$ cat src/rtl/maxnum_pkg.sv
// Shared definitions for the maxNum step counter and the blocks around it.
// Holds the counter width default, the FSM state encoding and the per-mode
// limit constants produced by the mode-to-maxNum converter.
package maxnum_pkg;

    // Width of maxNum/count; must match the converter's output width.
    localparam int unsigned MAXNUM_CNT_W = 5;

    // FSM state encoding.
    typedef logic [1:0] state_t;
    localparam state_t ST_IDLE = 2'd0;
    localparam state_t ST_RUN  = 2'd1;
    localparam state_t ST_HOLD = 2'd2;
    localparam state_t ST_DONE = 2'd3;

    // Non-zero limits emitted by the converter for its valid modes.
    localparam int unsigned MAXNUM_LIMIT_0 = 6;
    localparam int unsigned MAXNUM_LIMIT_1 = 11;
    localparam int unsigned MAXNUM_LIMIT_2 = 5;
    localparam int unsigned MAXNUM_LIMIT_3 = 16;

endpackage

$ cat src/rtl/tick_prescaler.sv
// Clock prescaler producing one count-step tick every TICK_DIV enabled cycles.
// Ports:
//   clk  - system clock, rising edge
//   rst  - synchronous active-high reset
//   clr  - restart the prescaler phase from 0 (wins over en)
//   en   - advance the prescaler this cycle; phase is frozen while low
//   tick - high in the enabled cycle whose edge completes a step
module tick_prescaler #(
    parameter int unsigned TICK_DIV = 4
) (
    input  logic clk,
    input  logic rst,
    input  logic clr,
    input  logic en,
    output logic tick
);

    localparam int unsigned PW = (TICK_DIV > 1) ? $clog2(TICK_DIV) : 1;
    localparam logic [PW-1:0] LAST = PW'(TICK_DIV - 1);

    logic [PW-1:0] presc_q;
    logic [PW-1:0] presc_d;

    // With TICK_DIV=1 the phase register stays at 0 and every enabled cycle ticks.
    assign tick = en && (presc_q == LAST);

    // Next phase: clear, wrap on tick, or count up while enabled.
    always_comb begin
        presc_d = presc_q;
        if (clr) begin
            presc_d = '0;
        end else if (en) begin
            presc_d = tick ? '0 : presc_q + PW'(1);
        end
    end

    always_ff @(posedge clk) begin
        if (rst) begin
            presc_q <= '0;
        end else begin
            presc_q <= presc_d;
        end
    end

endmodule

$ cat src/rtl/maxnum_step_counter.sv
// Prescaled up-counter from 0 to a latched maxNum limit, with run, pause,
// stop, single-shot and looping operation.
// Ports:
//   clk, rst        - clock and synchronous active-high reset
//   start           - (re)start request; accepted only when max_num != 0
//   stop            - abort to IDLE, clearing count
//   pause           - freeze counting while high in RUN
//   loop_en         - wrap to 0 at the limit instead of finishing
//   max_num         - limit, latched on an accepted start
//   count           - current count value
//   busy / done     - state decodes (RUN or HOLD / DONE)
//   wrap / err      - one-cycle pulses: loop wrap / rejected start
module maxnum_step_counter
    import maxnum_pkg::*;
#(
    parameter int unsigned TICK_DIV = 4,
    parameter int unsigned CNT_W    = MAXNUM_CNT_W
) (
    input  logic             clk,
    input  logic             rst,
    input  logic             start,
    input  logic             stop,
    input  logic             pause,
    input  logic             loop_en,
    input  logic [CNT_W-1:0] max_num,
    output logic [CNT_W-1:0] count,
    output logic             busy,
    output logic             done,
    output logic             wrap,
    output logic             err
);

    state_t           state_q, state_d;
    logic [CNT_W-1:0] count_q, count_d;
    logic [CNT_W-1:0] limit_q, limit_d;
    logic             wrap_q, wrap_d;
    logic             err_q, err_d;

    logic start_ok;
    logic start_rej;
    logic presc_clr;
    logic presc_en;
    logic tick;

    assign start_ok  = start && (max_num != '0);
    assign start_rej = start && (max_num == '0);

    // Phase restarts on every accepted start; it only advances in RUN.
    assign presc_clr = start_ok && !stop;
    assign presc_en  = (state_q == ST_RUN);

    tick_prescaler #(
        .TICK_DIV (TICK_DIV)
    ) u_prescaler (
        .clk  (clk),
        .rst  (rst),
        .clr  (presc_clr),
        .en   (presc_en),
        .tick (tick)
    );

    // Next-state logic; priority is stop > start > pause.
    always_comb begin
        state_d = state_q;
        count_d = count_q;
        limit_d = limit_q;
        wrap_d  = 1'b0;
        err_d   = 1'b0;

        if (stop) begin
            state_d = ST_IDLE;
            count_d = '0;
        end else if (start_ok) begin
            state_d = ST_RUN;
            limit_d = max_num;
            count_d = '0;
        end else begin
            // A rejected start only flags; the current activity carries on.
            err_d = start_rej;
            case (state_q)
                ST_RUN: begin
                    // Pause takes effect next cycle; a tick on this edge still lands.
                    if (pause) begin
                        state_d = ST_HOLD;
                    end
                    if (tick) begin
                        if (count_q != limit_q) begin
                            count_d = count_q + CNT_W'(1);
                        end else if (loop_en) begin
                            count_d = '0;
                            wrap_d  = 1'b1;
                        end else begin
                            state_d = ST_DONE;
                        end
                    end
                end
                ST_HOLD: begin
                    if (!pause) begin
                        state_d = ST_RUN;
                    end
                end
                default: begin
                    state_d = state_q;
                end
            endcase
        end
    end

    always_ff @(posedge clk) begin
        if (rst) begin
            state_q <= ST_IDLE;
            count_q <= '0;
            limit_q <= '0;
            wrap_q  <= 1'b0;
            err_q   <= 1'b0;
        end else begin
            state_q <= state_d;
            count_q <= count_d;
            limit_q <= limit_d;
            wrap_q  <= wrap_d;
            err_q   <= err_d;
        end
    end

    assign count = count_q;
    assign busy  = (state_q == ST_RUN) || (state_q == ST_HOLD);
    assign done  = (state_q == ST_DONE);
    assign wrap  = wrap_q;
    assign err   = err_q;

endmodule

$ cat config.mk
export PLATFORM = sky130hd
export DESIGN_NAME = maxnum_step_counter
export DESIGN_NICKNAME = d
export VERILOG_FILES = /design/src/rtl/maxnum_pkg.sv /design/src/rtl/tick_prescaler.sv /design/src/rtl/maxnum_step_counter.sv
export SDC_FILE = /design/constraint.sdc
export NUM_CORES = 1
export LEC_CHECK = 0
export ABC_AREA = 1
export BUFFER_PORTS_ARGS = -buffer_cell sky130_fd_sc_hd__buf_2
export CAP_MARGIN = 25
export CORE_ASPECT_RATIO = 2
export CORE_MARGIN = 5
export CORE_UTILIZATION = 30
export DETAILED_ROUTE_END_ITERATION = 12
export HOLD_SLACK_MARGIN = 0.06
export PLACE_DENSITY = 0.47
export SYNTH_ARGS = -nofsm -noshare
export SYNTH_HDL_FRONTEND = slang
export SYNTH_SLANG_ARGS = --single-unit
export TNS_END_PERCENT = 5
$ cat constraint.sdc
create_clock -name clk -period 1.5 [get_ports clk]
set_clock_uncertainty 0.2 [all_clocks]
set_input_delay 0.15 -clock clk [delete_from_list [all_inputs] [get_ports clk]]
set_output_delay 0.15 -clock clk [all_outputs]
set_load 0.02 [all_outputs]
==> flow_metrics.py <==
metrics = {
    "critical_path": {
        "crit_arrival_ps": 1100,
        "endpoint_kind": "output pin",
        "cp.required_ps": 1150,
        "start_kind": "flip-flop",
        "cp_slowest_stage_delay_ps": 370,
        "cp_cell_sequence": "inv_1 -> ha_1 -> inv_2 -> buf_6",
        "critical_path_class": "flip-flop to output pin",
        "slowest_stage": "dfxtp_4",
        "critical_path.max_fanout": 4,
    },
    "global_routing": {
        "grt_overflow": 0,
        "grt_pass1_wl_um": 4130,
        "track_usage_pct": 11.5,
        "grt_antenna_before_repair": 0,
        "grt_max_degree": 10,
        "grt_pass1_vias": 959,
    },
    "timing": {
        "setup_violations": 0,
        "max_freq_mhz": 690,
        "relSlewSlack_pct": 83.9,
        "slew_violations": 0,
        "post-route-period-util_pct": 96.6,
        "rsz0062_at_grt": "true",
        "fin_crit_ps": 1450,
        "worstMarginPinSlew_ps": 240,
        "finalHoldViolCount": 0,
    },
    "synth": {
        "syn_inst": 131,
        "synth_area_um2": 968,
        "syn-num-nets": 147,
        "yosys_warnings": 0,
        "synth_seq_cells": 16,
        "ys_types": 27,
        "seq_area_frac_synth_pct": 33.1,
        "avgSynthCellArea_um2": 7.39,
    },
    "pwr": {
        "ir_drop_v": 0.000558,
        "cellLeakagePower_nw": 0.605,
        "power.switching_mw": 0.259,
        "clkPwrFrac_pct": 38.2,
        "power_mw": 1.01,
        "internal_power_mw": 0.755,
        "p_seq_share_pct": 43.7,
        "powerDensity_nw_per_um2": 740,
        "comb_power_share_pct": 18.1,
        "p_sw_share_pct": 25.5,
    },
    "placement": {
        "gp_congestion": 0.707,
        "port-buffer-count": 19,
        "hpwl_um": 1840,
        "dp.cells": 185,
    },
    "finish": {
        "final_nets": 187,
        "drive_above_1_share_pct": 41.8,
        "fin_cells": 201,
        "n_antenna_cell": 0,
        "area_growth_pct": 41.5,
        "utilization_pct": 43.4,
    },
    "cts": {
        "h-tree-depth": 1,
        "numCtsBuffers": 3,
        "cts_buffer_depth": 2,
        "path_clk_slew_ps": 60,
        "clock_latency_ps": 250,
        "root_buffer": "clkbuf_8",
        "clock-sinks": 16,
        "cts_tree": "built",
    },
    "drt": {
        "remaining_drc_errors": 0,
        "dr_total_vias": 941,
        "final_antenna_net_count": 0,
        "vias_per_cell": 4.68,
        "drt_iter0_markers": 7,
        "drt-pass1-iter-count": 3,
        "wl_um": 2320,
        "routedWlPerCell_um": 11.6,
    },
    "floorplanning": {
        "die_h_um": 90.4,
        "die_x_um": 50.2,
        "dieArea_um2": 4530,
        "initial_core_util_pct": 30.7,
        "num_rows": 29,
        "design.core.area_um2": 3160,
        "ioPinCount": 20,
    },
    "outcome": {
        "status": "completed",
    },
    "worst_hold_path": {
        "min_path_type": "input pin to flip-flop",
    },
    "job": {
        "max_cap_violations": 0,
    },
}
-- state kept, by name, summed over array words and instances (netlist names) --
signal,count
count,5
state_q,2
u_prescaler.presc_q,2
err,1
limit_q,5
wrap,1
-- cell type report --
type	count	area, um2
timing repair buffer	36	267
tap	31	38.8
sequential	16	334
multi-input combinational	89	579
inverter	25	96.3
clock buffer	4	55.1
fill	332	1790
-- layout by cell type, fill, tap and decap left out, types with 2 or more instances in the layout --
cell	Yosys	routed
nor3_1	2	2
ha_2	0	2
nand3_1	7	6
inv_1	19	16
nand2_2	6	8
dfxtp_4	0	2
buf_2	0	18
nand3_2	2	2
a21oi_1	9	9
nor2_1	11	11
clkbuf_8	0	4
nand2_1	24	22
buf_4	0	6
xor2_1	2	2
nor2_2	3	2
inv_2	6	8
ha_1	5	3
o21ai_1	5	4
dlygate4sd3_1	0	10
dfxtp_1	16	9
dfxtp_2	0	5
nor2_4	2	3
-- logic make-up after synthesis --
group                    Yosys count  synth area share (%)
AND/OR/NAND/NOR                   60                  32.6
buffers and inverters             26                  10.9
AO/OA/AOI/OAI                     19                  11.6
flip-flops                        16                  33.1
adder cells (fa/ha/maj)            5                  6.46
XOR/XNOR                           4                  4.39
multiplexers                       1                  1.03
-- metal layers --
| layer | share of wire [%] | GRT usage [%] | vias up |
|---|---|---|---|
| li1 | - | - | 492 |
| met1 | 35 | 10.9 | 435 |
| met2 | 60 | 21.7 | 10 |
| met3 | 2.9 | 1.82 | 4 |
| met4 | 1.6 | 5.91 | 0 |
| met5 | 0 | 0 | - |
-- synth_stat cells (all sizes together) --
cell | n | area [um2]
a211oi | 1 | 7.51
a21oi | 10 | 53.8
a31oi | 1 | 12.5
buf | 1 | 11.3
dfxtp | 16 | 320
ha | 5 | 62.6
inv | 25 | 93.8
mux2i | 1 | 10.0
nand2 | 31 | 139
nand3 | 9 | 55.1
nand4 | 1 | 21.3
nor2 | 16 | 82.6
nor3 | 2 | 10.0
nor3b | 1 | 7.51
o21ai | 5 | 25.0
o21bai | 1 | 7.51
o22ai | 1 | 6.26
xnor2 | 2 | 25.0
xor2 | 2 | 17.5
-- timing repair --
action / in CTS / in global routing
endpoints found under the hold margin: 10 / 0
setup endpoints to repair: 2 / 15
setup buffers: 0 / 2
pin swaps: 0 / 6
gates resized for setup: 4 / 19
hold buffers: 10 / 0
-- path summary, 6_finish.rpt --
check                           startpoint          to  slack (ps)  depth (start not counted)
worst max register to register  limit_q[4]    count[2]          60                          7
worst max-delay path            state_q[0]        busy          50                          4
worst min-delay path                 pause  state_q[0]         100                          4
worst min register to register  limit_q[0]  limit_q[0]         280                          2
-- metrics by stage --
step	area (um2)	hold WS (ps)	TNS [ps]	setup slack, ps
final	1370	95.3	0	51.0
after CTS	1290	91.8	0	5.71
after floorplan	970	19.1	-0.495	-0.495
after global routing	1370	140	-199	-48.7
after global placement	1130	173	-20.5	-20.5
after detailed placement	1130	176	-42.0	-42.0
-- critical path, delay by kind of cell, from the launching register on --
kind | cells | cell delay, ps
adders and majority gates | 1 | 280
DFF | 1 | 370
buffers and inverters | 3 | 200
-- power by group through the flow --
| stage | clock network (mW) | registers, mW | logic [mW] |
|---|---|---|---|
| 2_1_floorplan | 0 | 0.453 | 0.0954 |
| 3_3_place_gp | 0 | 0.454 | 0.133 |
| 3_5_place_dp | 0 | 0.455 | 0.135 |
| 4_1_cts | 0.403 | 0.446 | 0.156 |
| 5_1_grt | 0.429 | 0.445 | 0.203 |
| 6_report | 0.387 | 0.444 | 0.184 |
Note: power is estimated with default switching activity, not from simulation.
